## src/rtl/dna_packetizer.sv

```systemverilog
`default_nettype none
// ============================================================================
//  Module   : dna_packetizer
//  Purpose  : Latches the 57-bit device DNA once, after a fixed settle
//             interval that covers the reader's shift-out, and emits it on
//             request as a 10-byte AXI4-Stream packet:
//             header, 8 DNA bytes (LSB byte first), XOR checksum of the DNA bytes.
//  Ports    : aclk           - single clock
//             aresetn        - synchronous active-low reset
//             dna_data[56:0] - DNA value from the reader
//             send           - packet request, sampled every cycle
//             m_axis_tdata   - packet byte (registered)
//             m_axis_tvalid  - byte valid (registered)
//             m_axis_tready  - downstream ready
//             m_axis_tlast   - high on the checksum byte (registered)
//             dna_ready      - DNA has been latched (sticky until reset)
//             busy           - packet in progress
//  Revision : 1.0 - initial release
// ============================================================================
module dna_packetizer #(
    parameter int          SETTLE_CYCLES = 4096,
    parameter logic [7:0]  HEADER        = 8'hD5
) (
    input  logic        aclk,
    input  logic        aresetn,
    input  logic [56:0] dna_data,
    input  logic        send,
    output logic [7:0]  m_axis_tdata,
    output logic        m_axis_tvalid,
    input  logic        m_axis_tready,
    output logic        m_axis_tlast,
    output logic        dna_ready,
    output logic        busy
);

    localparam logic [15:0] SETTLE_LAST = 16'(SETTLE_CYCLES - 1);
    localparam logic [3:0]  LAST_IDX    = 4'd9;

    typedef enum logic [1:0] {
        ST_WAIT = 2'd0,
        ST_IDLE = 2'd1,
        ST_SEND = 2'd2
    } state_t;

    state_t      state;
    logic [15:0] settle_cnt;
    logic        pending;
    logic [56:0] dna_reg;
    logic [3:0]  byte_idx;

    logic [63:0] padded;
    logic [7:0]  checksum;
    logic [3:0]  next_idx;
    logic [7:0]  next_byte;

    // Byte that follows the one currently presented; loaded on a handshake
    // so tdata stays a pure register output.
    always_comb begin
        padded   = {7'b0, dna_reg};
        checksum = 8'h00;
        for (int i = 0; i < 8; i++) begin
            checksum = checksum ^ padded[8*i +: 8];
        end
        next_idx = byte_idx + 4'd1;
        case (next_idx)
            4'd1:    next_byte = padded[7:0];
            4'd2:    next_byte = padded[15:8];
            4'd3:    next_byte = padded[23:16];
            4'd4:    next_byte = padded[31:24];
            4'd5:    next_byte = padded[39:32];
            4'd6:    next_byte = padded[47:40];
            4'd7:    next_byte = padded[55:48];
            4'd8:    next_byte = padded[63:56];
            default: next_byte = checksum;
        endcase
    end

    always_ff @(posedge aclk) begin
        if (!aresetn) begin
            state         <= ST_WAIT;
            settle_cnt    <= 16'd0;
            pending       <= 1'b0;
            dna_reg       <= 57'd0;
            byte_idx      <= 4'd0;
            m_axis_tdata  <= 8'h00;
            m_axis_tvalid <= 1'b0;
            m_axis_tlast  <= 1'b0;
            dna_ready     <= 1'b0;
            busy          <= 1'b0;
        end else begin
            case (state)
                ST_WAIT: begin
                    settle_cnt <= settle_cnt + 16'd1;
                    // Requests during settle collapse into one deferred packet.
                    if (send) begin
                        pending <= 1'b1;
                    end
                    if (settle_cnt == SETTLE_LAST) begin
                        dna_reg   <= dna_data;
                        dna_ready <= 1'b1;
                        state     <= ST_IDLE;
                    end
                end
                ST_IDLE: begin
                    if (send || pending) begin
                        pending       <= 1'b0;
                        byte_idx      <= 4'd0;
                        m_axis_tdata  <= HEADER;
                        m_axis_tvalid <= 1'b1;
                        m_axis_tlast  <= 1'b0;
                        busy          <= 1'b1;
                        state         <= ST_SEND;
                    end
                end
                ST_SEND: begin
                    if (m_axis_tvalid && m_axis_tready) begin
                        if (byte_idx == LAST_IDX) begin
                            m_axis_tdata  <= 8'h00;
                            m_axis_tvalid <= 1'b0;
                            m_axis_tlast  <= 1'b0;
                            busy          <= 1'b0;
                            state         <= ST_IDLE;
                        end else begin
                            byte_idx     <= next_idx;
                            m_axis_tdata <= next_byte;
                            m_axis_tlast <= (next_idx == LAST_IDX);
                        end
                    end
                end
                default: begin
                    state <= ST_WAIT;
                end
            endcase
        end
    end

endmodule
`default_nettype wire

```

## config.mk

```make
export PLATFORM = sky130hd
export DESIGN_NAME = dna_packetizer
export DESIGN_NICKNAME = d
export VERILOG_FILES = /design/src/rtl/dna_packetizer.sv
export SDC_FILE = /design/constraint.sdc
export NUM_CORES = 1
export LEC_CHECK = 0
export BUFFER_PORTS_ARGS = -buffer_cell sky130_fd_sc_hd__buf_2
export CAP_MARGIN = 20
export CORE_UTILIZATION = 40
export CTS_BUF_LIST = sky130_fd_sc_hd__clkbuf_16
export DETAILED_ROUTE_END_ITERATION = 8
export GPL_ROUTABILITY_DRIVEN = 0
export SLEW_MARGIN = 20
export SYNTH_ARGS = -nofsm -noshare
export SYNTH_HDL_FRONTEND = slang
export SYNTH_SLANG_ARGS = --single-unit
```

## constraint.sdc

```tcl
create_clock -name aclk -period 2.3 [get_ports aclk]
set_input_delay 0.46 -clock aclk [delete_from_list [all_inputs] [get_ports aclk]]
set_output_delay 0.46 -clock aclk [all_outputs]
set_load 0.03 [all_outputs]
```

==> results of run 1 <==
## final timing paths
path / startpoint / end / slack (ps) / depth (start not counted)
worst max-delay path: byte_idx[0] / m_axis_tdata[0] / 230 / 7
worst min-delay path: dna_data[15] / dna_reg[15] / 360 / 3
worst max register to register: byte_idx[0] / m_axis_tdata[0] / 230 / 7
worst min register to register: dna_ready / dna_ready / 460 / 1
## area by class of cell
class | count | area, um2
clock inverter | 5 | 25.0
sequential | 91 | 1820
tap | 143 | 179
multi-input combinational | 409 | 2630
timing repair buffer | 83 | 459
clock buffer | 9 | 225
fill | 1163 | 6040
inverter | 12 | 45.0
## cell usage in the layout (no fill, tap or decap), types with 2 or more instances in the layout
cell                          n
sky130_fd_sc_hd__nand2_1    141
sky130_fd_sc_hd__dfxtp_1     89
sky130_fd_sc_hd__buf_2       72
sky130_fd_sc_hd__xnor2_1     46
sky130_fd_sc_hd__a21boi_0    44
sky130_fd_sc_hd__and2_1      20
sky130_fd_sc_hd__a21boi_2    20
sky130_fd_sc_hd__xor2_1      16
sky130_fd_sc_hd__a22oi_1     15
sky130_fd_sc_hd__inv_1       14
sky130_fd_sc_hd__o21ai_0     14
sky130_fd_sc_hd__nor2_1      13
sky130_fd_sc_hd__clkbuf_16    9
sky130_fd_sc_hd__buf_4        9
sky130_fd_sc_hd__nand3_1      8
sky130_fd_sc_hd__nor3_1       8
sky130_fd_sc_hd__a222oi_1     8
sky130_fd_sc_hd__a221oi_1     8
sky130_fd_sc_hd__ha_1         6
sky130_fd_sc_hd__a21oi_1      5
sky130_fd_sc_hd__nand4_1      4
sky130_fd_sc_hd__nor2b_1      3
sky130_fd_sc_hd__a211oi_1     3
sky130_fd_sc_hd__a31o_2       3
sky130_fd_sc_hd__and4_1       2
sky130_fd_sc_hd__nand3b_1     2
sky130_fd_sc_hd__mux2i_1      2
sky130_fd_sc_hd__or3_1        2
sky130_fd_sc_hd__o21a_1       2
sky130_fd_sc_hd__dfxtp_2      2
sky130_fd_sc_hd__clkinv_2     2
## worst reg2reg max path: stages, from the launching register on
cell,delay (ps)
sky130_fd_sc_hd__dfxtp_2,420
sky130_fd_sc_hd__inv_1,90
sky130_fd_sc_hd__ha_1,310
sky130_fd_sc_hd__buf_4,220
sky130_fd_sc_hd__a222oi_1,370
sky130_fd_sc_hd__o21ai_0,160
sky130_fd_sc_hd__a221oi_1,300
sky130_fd_sc_hd__nor3_1,100
## synth_stat cells, drive strengths merged
cell / number / area (um2)
nand2: 141 / 529
dfxtp: 91 / 1820
a21boi: 65 / 563
xnor2: 46 / 403
and2: 20 / 125
clkbuf: 20 / 75.1
xor2: 16 / 140
a22oi: 15 / 113
o21ai: 14 / 70.1
nor2: 13 / 48.8
buf: 12 / 110
inv: 12 / 45.0
a221oi: 8 / 70.1
a222oi: 8 / 80.1
nand3: 8 / 40.0
nor3: 8 / 40.0
ha: 7 / 87.6
a21oi: 5 / 25.0
nand4: 4 / 25.0
a211oi: 3 / 22.5
a31o: 3 / 26.3
and4: 3 / 26.3
nor2b: 3 / 18.8
mux2i: 2 / 20.0
nand3b: 2 / 15.0
o21a: 2 / 15.0
or3: 2 / 12.5
a21bo: 1 / 10.0
and3: 1 / 6.26
and4b: 1 / 10.0
nand2b: 1 / 6.26
nand4b: 1 / 8.76
nor4: 1 / 6.26
nor4bb: 1 / 25.0
o211ai: 1 / 7.51
o221ai: 1 / 8.76
o2bb2ai: 1 / 8.76
or2b: 1 / 7.51
## per-layer routing
layer | routed length (um) | track usage, %
met4 | 205 | 6.39
met2 | 5410 | 35.4
met3 | 633 | 5.94
met5 | 0 | 0
met1 | 5210 | 25.7
## metrics by stage
| step | setup slack, ps | util, % | cell area [um2] |
|---|---|---|---|
| 2_1_floorplan | 355 | - | 4670 |
| 6_report | 229 | 47.1 | 5380 |
| 3_3_place_gp | 181 | 44.9 | 5120 |
| 5_1_grt | 59.4 | 47.1 | 5380 |
| 4_1_cts | 125 | 47.1 | 5370 |
| 3_5_place_dp | 145 | 44.9 | 5120 |
## power groups by stage
stage | clock network (mW) | logic, mW | registers [mW]
detailed placement | 0 | 0.110 | 1.62
global placement | 0 | 0.108 | 1.62
floorplan | 0 | 0.0447 | 1.62
global route | 1.42 | 0.118 | 1.59
finish | 1.31 | 0.108 | 1.59
CTS | 1.34 | 0.110 | 1.59
## cell families after synthesis
| family | Yosys count |
|---|---|
| AO/OA/AOI/OAI | 127 |
| XOR/XNOR | 62 |
| adder cells (fa/ha/maj) | 7 |
| buffers and inverters | 44 |
| flip-flops | 91 |
| multiplexers | 2 |
| AND/OR/NAND/NOR | 211 |
==> reports/qor.log, run 1 <==
[setup_path] Startpoint Class flip-flop
[timing] highest attainable clock frequency 483 MHz
[yosys] share of the synthesized netlist area taken by xor and xnor gates 11.6%
[floorplan] placement row count 39
[global_routing] antenna violations before repair 0
[power_and_ir_drop] Clock power frac 43.5%
[yosys] synthesized area divided by synthesized cell count 8.59 um2
[setup_path] slowest cell on the critical path sky130_fd_sc_hd__dfxtp_2
[place] detailed placer's ending HPWL 8350 um
[timing] slew at the pin closest to its max-slew limit 708 ps
[setup_path] Arrival @ worst endpoint 2300 ps
[yosys] Seq cells post-synth 91
[setup_path] family of cells with the greatest summed delay on the critical path compound AO/OA/AOI/OAI gates
[clocking] Max Buffers Root-to-Sink 2
[global_routing] wire length of the first global-routing pass 19100 um
[route] routed wire length 11500 um
[timing] setup repair after global routing missed its margin no
[floorplan] initial standard-cell utilization of the core 40.9%
[timing] Slew Limit Headroom 51.4%
[yosys] post-synth design cell area 4670 um2
[setup_path] number of buffers and inverters on the critical path 2
[final_layout] diode count 0
[floorplan] overall die height 110 um
[yosys] largest family of logic cells by synthesized area compound AO/OA/AOI/OAI gates
[power_and_ir_drop] Max VDD drop 578 uV
[yosys] proportion of synthesized area in mux cells 0.428%
[timing] tightest hold margin 356 ps
[route] routed wire length per instance 15.2 um
[clocking] number of hold-repair buffers added at the cts stage 0
[power_and_ir_drop] net switching fraction of the power 21.6%
[timing] final clock skew 5.79 ps
[floorplan] DIE AREA 12100 um2
[route] DRC violations left 0
[power_and_ir_drop] ratio of total power to cell area 557 nW/um2
[setup_path] peak fanout along the critical path 11
[setup_path] worst stage delay on the critical path 420 ps
[timing] setup TNS 0 ps
[worst_hold_path] Hold Path Class in2reg
[route] number of DRC markers in iteration 0 240
[yosys] sequential fraction of the synthesis area 39.0%
[place] number of port buffers 72
[final_layout] fraction of final layout cells with drive strength greater than 1 20.4%
[place] Post-Place Cells 738
[power_and_ir_drop] Total Power Consumption 3.00 mW
[route] TritonRoute pass-1 iters 4
[job] number of maximum-capacitance constraint violations 0
[yosys] Syn Inst Count 544
[timing] count of final max-slew check failures 0
[route] via count 3952
[global_routing] largest net degree at the start of global routing 59
[timing] minimum clock period 2070 ps
[clocking] clock tree root driver cell sky130_fd_sc_hd__clkbuf_16
[power_and_ir_drop] combinational share of power 3.6%
[clocking] Max H-tree Level 3
[global_routing] vias in the first global route 4030
[clocking] CTS tree done
[setup_path] WS Path Type reg2reg
[power_and_ir_drop] portion of total power attributed to sequential cells 52.9%
[global_routing] grt total ovfl 0
[yosys] Synth Area in Compound Gates 21.8%
[status] outcome finished clean
[final_layout] number of cells in the finished layout apart from fillers 752
[final_layout] NumNets Final 674
[timing] number of hold-slack violations in the final timing report 0
[clocking] Skew-Pair Late Insertion Delay 350 ps
[clocking] number of clock sinks seen by CTS 91
[route] post-DR vias/cell 5.26
[setup_path] sort of element at the end of the critical path flip-flop
[clocking] CTS-repair resized insts 0
[power_and_ir_drop] cell-internal power 2.35 mW
[yosys] distinct cell type count after synthesis 43
[floorplan] I/O pin count 73
[floorplan] floorplan die width 110 um
[setup_path] chain of cells forming the critical path inv_1 > ha_1 > buf_4 > a222oi_1 > o21ai_0 > a221oi_1 > nor3_1
[yosys] count of yosys warnings during synthesis 0
[timing] final cycle utilization of the critical path 90.0%
[setup_path] Req. time, crit path 2530 ps
[final_layout] max reg flops 57
[floorplan] core outline area 11400 um2
[clocking] clock transition time at the flip-flop clock pins of the worst setup and hold paths 60 ps
[yosys] Post-Synth Adder-Cell Area 1.87%
[global_routing] GRT Overall Usage 20.9%
[clocking] post-CTS setup buffers 0
[power_and_ir_drop] static leakage power 2.05 nW
[final_layout] Layout area overhead 15.2%
[route] number of nets still failing antenna checks after routing 0
[yosys] fraction of the mapped netlist area in simple logic gates 20.3%
[yosys] total nets after synthesis 612
[timing] Setup violations, final 0
[clocking] clock buffers created by TritonCTS 9
[power_and_ir_drop] net switching power 0.648 mW
Power figures use the tool's default switching activity.
==> run 2: changes to the inputs <==
REMOVE_ABC_BUFFERS = 1   (was default)
==> run 2 against run 1 <==
- sequential power barely moved
- utilization rose by 0.088 points
- register-to-register slack worse by 20 ps
- final area rose by 0.19%
- non-clock buffer count increased by 1
- worst setup slack lost 22 ps
- sequential share of layout area down 0.11 points
- global-route usage fell by 2.5 points
- die area unchanged
- critical path depth unchanged
- clock power is essentially flat
- largest cell class unchanged
- combinational power about the same
==> reports/qor.log, run 2 (same netlist as run 1, synthesis figures left out) <==
[power_and_ir_drop] ratio of total power to cell area 557 nW/um2 [about the same]
[final_layout] fraction of final layout cells with drive strength greater than 1 19.9% [-0.43 points]
[floorplan] overall die height 110 um [unchanged]
[setup_path] chain of cells forming the critical path inv_1 > ha_1 > buf_4 > a222oi_1 > inv_1 > a221oi_1 > nor3_1
[place] number of port buffers 72 [unchanged]
[timing] Setup violations, final 0 [unchanged]
[setup_path] family of cells with the greatest summed delay on the critical path compound AO/OA/AOI/OAI gates
[floorplan] DIE AREA 12100 um2 [unchanged]
[setup_path] WS Path Type reg2reg
[route] DRC violations left 0 [unchanged]
[timing] final clock skew 8.00 ps [+2.21 ps]
[setup_path] cell repeated most along the worst path sky130_fd_sc_hd__inv_1
[place] DP Worst Slack 234 ps [+88.2 ps]
[final_layout] NumNets Final 675 [+0.15%]
[global_routing] GRT Overall Usage 18.4% [-2.5 points]
[route] post-DR vias/cell 5.04 [-4.1%]
[power_and_ir_drop] portion of total power attributed to sequential cells 52.8% [about the same]
[clocking] Max Buffers Root-to-Sink 2 [unchanged]
[clocking] number of clock sinks seen by CTS 91 [unchanged]
[clocking] clock buffers created by TritonCTS 9 [unchanged]
[timing] Slew Limit Headroom 52.8% [+1.3 points]
[timing] highest attainable clock frequency 478 MHz [-1.0%]
[final_layout] # fillers 1131 [-2.8%]
[place] detailed placer's ending HPWL 7170 um [-14%]
[setup_path] worst stage delay on the critical path 480 ps [+60 ps]
[setup_path] number of buffers and inverters on the critical path 3 [+1]
[power_and_ir_drop] Max VDD drop 263 uV [-54%]
[clocking] CTS tree done
[global_routing] vias in the first global route 3708 [-8.0%]
[global_routing] grt total ovfl 0 [unchanged]
[route] routed wire length per instance 13.7 um [-10%]
[power_and_ir_drop] combinational share of power 3.5% [about the same]
[clocking] Max H-tree Level 3 [unchanged]
[worst_hold_path] Hold Path Class in2reg
[clocking] Skew-Pair Late Insertion Delay 340 ps [about the same]
[setup_path] critical register-to-register path startpoint byte_idx[1]
[power_and_ir_drop] Clock power frac 43.6% [about the same]
[setup_path] Worst Setup SP byte_idx[1]
[floorplan] placement row count 39 [unchanged]
[timing] setup repair after global routing missed its margin no
[timing] final cycle utilization of the critical path 91.0% [+0.94 points]
[setup_path] cells on worst reg2reg path 7 [unchanged]
[worst_hold_path] hold path cells 3 [unchanged]
[status] outcome finished clean
[power_and_ir_drop] net switching power 0.642 mW [-0.90%]
[timing] tightest hold margin 364 ps [+8.44 ps]
[setup_path] peak fanout along the critical path 10 [-1]
[final_layout] most frequent cells in the layout sky130_fd_sc_hd__nand2_1 (141), sky130_fd_sc_hd__dfxtp_1 (91), sky130_fd_sc_hd__buf_2 (72)
[job] number of maximum-capacitance constraint violations 0 [unchanged]
[clocking] post-CTS setup buffers 0 [unchanged]
[timing] minimum clock period 2090 ps [+21.6 ps]
[setup_path] Arrival @ worst endpoint 2320 ps [+20 ps]
[clocking] number of hold-repair buffers added at the cts stage 0 [unchanged]
[timing] final worst-path setup slack 207 ps [-21.6 ps]
[power_and_ir_drop] net switching fraction of the power 21.4% [-0.21 points]
[route] via count 3807 [-3.7%]
[floorplan] floorplan die width 110 um [unchanged]
[clocking] CTS-repair resized insts 0 [unchanged]
[floorplan] core outline area 11400 um2 [unchanged]
[timing] number of hold-slack violations in the final timing report 0 [unchanged]
[clocking] clock tree root driver cell sky130_fd_sc_hd__clkbuf_16
[setup_path] stages on the worst setup path 7 [unchanged]
[setup_path] slowest cell on the critical path sky130_fd_sc_hd__dfxtp_1
[timing] count of final max-slew check failures 0 [unchanged]
[route] routed wire length 10300 um [-9.9%]
[final_layout] most common library cell in the layout ignoring fill and taps sky130_fd_sc_hd__nand2_1
[power_and_ir_drop] Total Power Consumption 3.00 mW [about the same]
[setup_path] sort of element at the end of the critical path flip-flop
[global_routing] wire length of the first global-routing pass 17200 um [-10%]
[floorplan] I/O pin count 73 [unchanged]
[global_routing] largest net degree at the start of global routing 59 [unchanged]
[route] number of DRC markers in iteration 0 228 [-5.0%]
[setup_path] FF-to-FF End m_axis_tdata[7]
[route] TritonRoute pass-1 iters 4 [unchanged]
[final_layout] number of cells in the finished layout apart from fillers 755 [+0.40%]
[final_layout] diode count 0 [unchanged]
[final_layout] Layout area overhead 15.4%
[clocking] clock transition time at the flip-flop clock pins of the worst setup and hold paths 60 ps [about the same]
[setup_path] Startpoint Class flip-flop
[power_and_ir_drop] cell-internal power 2.36 mW [+0.37%]
[setup_path] worst setup slack for register-to-register paths 210 ps [-20 ps]
[floorplan] initial standard-cell utilization of the core 40.9% [unchanged]
[place] Post-Place Cells 739 [+0.14%]
[setup_path] Req. time, crit path 2520 ps [about the same]
[timing] slew at the pin closest to its max-slew limit 701 ps [-7.31 ps]
[power_and_ir_drop] static leakage power 2.05 nW [about the same]
[final_layout] final core occ 47.2% [+0.088 points]
[final_layout] max reg flops 57 [unchanged]
[global_routing] antenna violations before repair 0 [unchanged]
[setup_path] timing endpoint of the critical path m_axis_tdata[7]
[route] number of nets still failing antenna checks after routing 0 [unchanged]
## run 2: layout make-up
cell class                      instances  area [um2]  share of cell area [%]
Sequential cell                        91        1820                    33.8
Inverter                               12        45.0                   0.835
Tap cell                              143         179                    3.32
Clock buffer                            9         225                    4.18
Clock inverter                          7        36.3                   0.673
Timing Repair Buffer                   84         463                    8.58
Multi-Input combinational cell        409        2620                    48.6
## run 2: stage by stage
step	setup TNS, ps	instance area [um2]
detailed placement	0	5130
global route	0	5390
global placement	0	5130
CTS	0	5390
finish	0	5390
floorplan	-28710	4490
## run 2: worst min path at each step
stage	startpoint	endpoint	slack (ps)
floorplan	settle_cnt[9]	settle_cnt[9]	460
global placement	dna_ready	dna_ready	440
detailed placement	dna_ready	dna_ready	460
CTS	dna_data[45]	dna_reg[45]	350
global route	dna_data[45]	dna_reg[45]	360
finish	dna_data[26]	dna_reg[26]	360
## run 2: layer usage
metal  up-vias  share of wire (%)  wire length, um  GRT usage [%]
met2        68                 46             4770           31.1
met4         0                1.3              132           5.36
met1      1764                 48             4990           23.5
met3         9                4.2              434           4.12
li1       1966                  -                -              -
met5         -                  0                0              0
## run 2: worst register-to-register path, stage by stage, from the launching register on
cell and delay [ps]:
sky130_fd_sc_hd__dfxtp_1 480, sky130_fd_sc_hd__inv_1 130, sky130_fd_sc_hd__ha_1 310, sky130_fd_sc_hd__buf_4 230, sky130_fd_sc_hd__a222oi_1 360, sky130_fd_sc_hd__inv_1 80
sky130_fd_sc_hd__a221oi_1 300, sky130_fd_sc_hd__nor3_1 90
## run 2: power by group through the flow
stage | clock network [mW] | registers (mW) | logic (mW)
after floorplan | 0 | 1.62 | 0.0314
after global placement | 0 | 1.62 | 0.108
after detailed placement | 0 | 1.62 | 0.109
after CTS | 1.35 | 1.59 | 0.109
after global routing | 1.42 | 1.59 | 0.120
final | 1.31 | 1.59 | 0.107
==> run 3: changes to the inputs <==
CTS_BUF_LIST = sky130_fd_sc_hd__clkbuf_4   (was sky130_fd_sc_hd__clkbuf_16)
==> run 3 against run 2 <==
- final area fell by 2.9%
- hold slack lost 120 ps
- combinational power about the same
- die area is the same
- largest cell class unchanged
- highest routed layer unchanged
==> reports/qor.log, run 3 (same netlist as run 1, synthesis figures left out) <==
[final_layout] NumNets Final 675 [unchanged]
[route] routed wire length 10200 um [-1.0%]
[final_layout] diode count 0 [unchanged]
[power_and_ir_drop] ratio of total power to cell area 465 nW/um2 [-16%]
[power_and_ir_drop] net switching fraction of the power 23.3% [+1.9 points]
[clocking] CTS-repair resized insts 0 [unchanged]
[global_routing] vias in the first global route 3684 [-0.65%]
[timing] minimum clock period 2090 ps [+1.78 ps]
[setup_path] peak fanout along the critical path 10 [unchanged]
[worst_hold_path] Hold Path Class in2reg
[place] Post-Place Cells 739 [unchanged]
[final_layout] most common library cell in the layout ignoring fill and taps sky130_fd_sc_hd__nand2_1
[setup_path] FF-to-FF End m_axis_tdata[7]
[timing] slew at the pin closest to its max-slew limit 709 ps [+7.61 ps]
[clocking] number of hold-repair buffers added at the cts stage 0 [unchanged]
[final_layout] number of cells in the finished layout apart from fillers 755 [unchanged]
[setup_path] cells on worst reg2reg path 7 [unchanged]
[status] outcome finished clean
[route] TritonRoute pass-1 iters 8 [+4]
[clocking] Max H-tree Level 3 [unchanged]
[power_and_ir_drop] portion of total power attributed to sequential cells 65.1% [+12 points]
[clocking] CTS tree done
[floorplan] DIE AREA 12100 um2 [unchanged]
[clocking] number of clock sinks seen by CTS 91 [unchanged]
[power_and_ir_drop] Total Power Consumption 2.44 mW [-19%]
[route] number of nets still failing antenna checks after routing 0 [unchanged]
[final_layout] # fillers 1157 [+2.3%]
[final_layout] max reg flops 57 [unchanged]
[global_routing] largest net degree at the start of global routing 59 [unchanged]
[global_routing] antenna violations before repair 0 [unchanged]
[worst_hold_path] hold path startpoint dna_data[45]
[setup_path] Req. time, crit path 2650 ps [+130 ps]
[setup_path] Worst Setup SP byte_idx[1]
[setup_path] sort of element at the end of the critical path flip-flop
[timing] tightest hold margin 240 ps [-124 ps]
[final_layout] fraction of final layout cells with drive strength greater than 1 20.1% [+0.16 points]
[place] number of port buffers 72 [unchanged]
[power_and_ir_drop] combinational share of power 4.4% [+0.9 points]
[route] number of DRC markers in iteration 0 243 [+6.6%]
[setup_path] Startpoint Class flip-flop
[timing] setup TNS 0 ps [unchanged]
[timing] Setup violations, final 0 [unchanged]
[clocking] clock transition time at the flip-flop clock pins of the worst setup and hold paths 140 ps [+80 ps]
[setup_path] Arrival @ worst endpoint 2440 ps [+120 ps]
[clocking] post-CTS setup buffers 0 [unchanged]
[timing] setup repair after global routing missed its margin no
[floorplan] core outline area 11400 um2 [unchanged]
[route] DRC violations left 0 [unchanged]
[floorplan] initial standard-cell utilization of the core 40.9% [unchanged]
[final_layout] Layout area overhead 12.1%
[floorplan] I/O pin count 73 [unchanged]
[clocking] clock buffers created by TritonCTS 9 [unchanged]
[route] routed wire length per instance 13.5 um [-1.0%]
[route] post-DR vias/cell 5.08 [+0.66%]
[global_routing] wire length of the first global-routing pass 17200 um [-0.32%]
[power_and_ir_drop] cell-internal power 1.87 mW [-21%]
[worst_hold_path] hold path endpoint dna_reg[45]
[global_routing] GRT Overall Usage 18.4% [-0.048 points]
[floorplan] floorplan die width 110 um [unchanged]
[timing] highest attainable clock frequency 477 MHz [about the same]
[global_routing] grt total ovfl 0 [unchanged]
[job] number of maximum-capacitance constraint violations 0 [unchanged]
[clocking] clock tree root driver cell sky130_fd_sc_hd__clkbuf_4
[floorplan] overall die height 110 um [unchanged]
[power_and_ir_drop] Max VDD drop 187 uV [-29%]
[setup_path] WS Path Type reg2reg
[final_layout] final core occ 45.9% [-1.3 points]
[setup_path] worst setup slack for register-to-register paths 210 ps [about the same]
[timing] final clock skew 19.8 ps [+11.8 ps]
[timing] Slew Limit Headroom 52.3% [-0.51 points]
[floorplan] placement row count 39 [unchanged]
[timing] number of hold-slack violations in the final timing report 0 [unchanged]
[timing] final cycle utilization of the critical path 91.1% [about the same]
[route] via count 3832 [+0.66%]
[power_and_ir_drop] static leakage power 1.98 nW [-3.4%]
[place] detailed placer's ending HPWL 7170 um [unchanged]
[final_layout] most frequent cells in the layout sky130_fd_sc_hd__nand2_1 (141), sky130_fd_sc_hd__dfxtp_1 (91), sky130_fd_sc_hd__buf_2 (72)
[setup_path] critical register-to-register path startpoint byte_idx[1]
[power_and_ir_drop] Clock power frac 30.5% [-13 points]
[timing] count of final max-slew check failures 0 [unchanged]
[worst_hold_path] hold path cells 3 [unchanged]
[clocking] Skew-Pair Late Insertion Delay 450 ps [+110 ps]
[clocking] Max Buffers Root-to-Sink 2 [unchanged]
[power_and_ir_drop] net switching power 0.568 mW [-12%]
[run 3: changes by cell type in the layout (fill, tap and decap cells not counted), sizes merged]
| cell | change |
|---|---|
| inv | -1 |
| clkbuf | +1 |
[run 3: layout make-up]
| type | count | area [um2] | share of cell area, % |
|---|---|---|---|
| inverters | 12 | 45.0 | 0.860 |
| flip-flops and latches | 91 | 1820 | 34.8 |
| multi-input cells | 409 | 2620 | 50.1 |
| clock buffers | 10 | 75.1 | 1.43 |
| well taps | 143 | 179 | 3.42 |
| repair buffers | 84 | 463 | 8.84 |
| clock inverters | 6 | 32.5 | 0.621 |
[run 3: power by group through the flow]
stage / Sequential [mW] / Combinational, mW / Clock (mW)
finish: 1.59 / 0.107 / 0.744
global route: 1.59 / 0.120 / 0.860
CTS: 1.59 / 0.109 / 0.783
detailed placement: 1.62 / 0.109 / 0
global placement: 1.62 / 0.108 / 0
floorplan: 1.62 / 0.0314 / 0
[run 3: worst max-delay path, cell delays in order, from the launching register on]
cell	delay (ps)
sky130_fd_sc_hd__dfxtp_1	500
sky130_fd_sc_hd__inv_1	130
sky130_fd_sc_hd__ha_1	310
sky130_fd_sc_hd__buf_4	230
sky130_fd_sc_hd__a222oi_1	360
sky130_fd_sc_hd__inv_1	80
sky130_fd_sc_hd__a221oi_1	300
sky130_fd_sc_hd__nor3_1	90
[run 3: how the worst max path moves through the flow]
stage,end,cells after the start
floorplan,dna_reg[0],5
global placement,m_axis_tdata[7],7
detailed placement,dna_reg[9],6
CTS,dna_reg[9],6
global route,dna_reg[9],6
finish,m_axis_tdata[7],7
[run 3: per-stage QoR]
step                cell area, um2  setup WS [ps]
floorplan                     4490           -518
detailed placement            5130            234
global route                  5240           7.57
CTS                           5240            198
global placement              5130            287
finish                        5240            206
[run 3: metal layers]
metal  GRT usage (%)  vias to the layer above  share of wire [%]
met5               0                        -                  0
met4            6.20                        0                1.3
met3            3.59                       10                4.1
met2            30.8                       65                 47
met1            23.6                     1787                 48
li1                -                     1970                  -
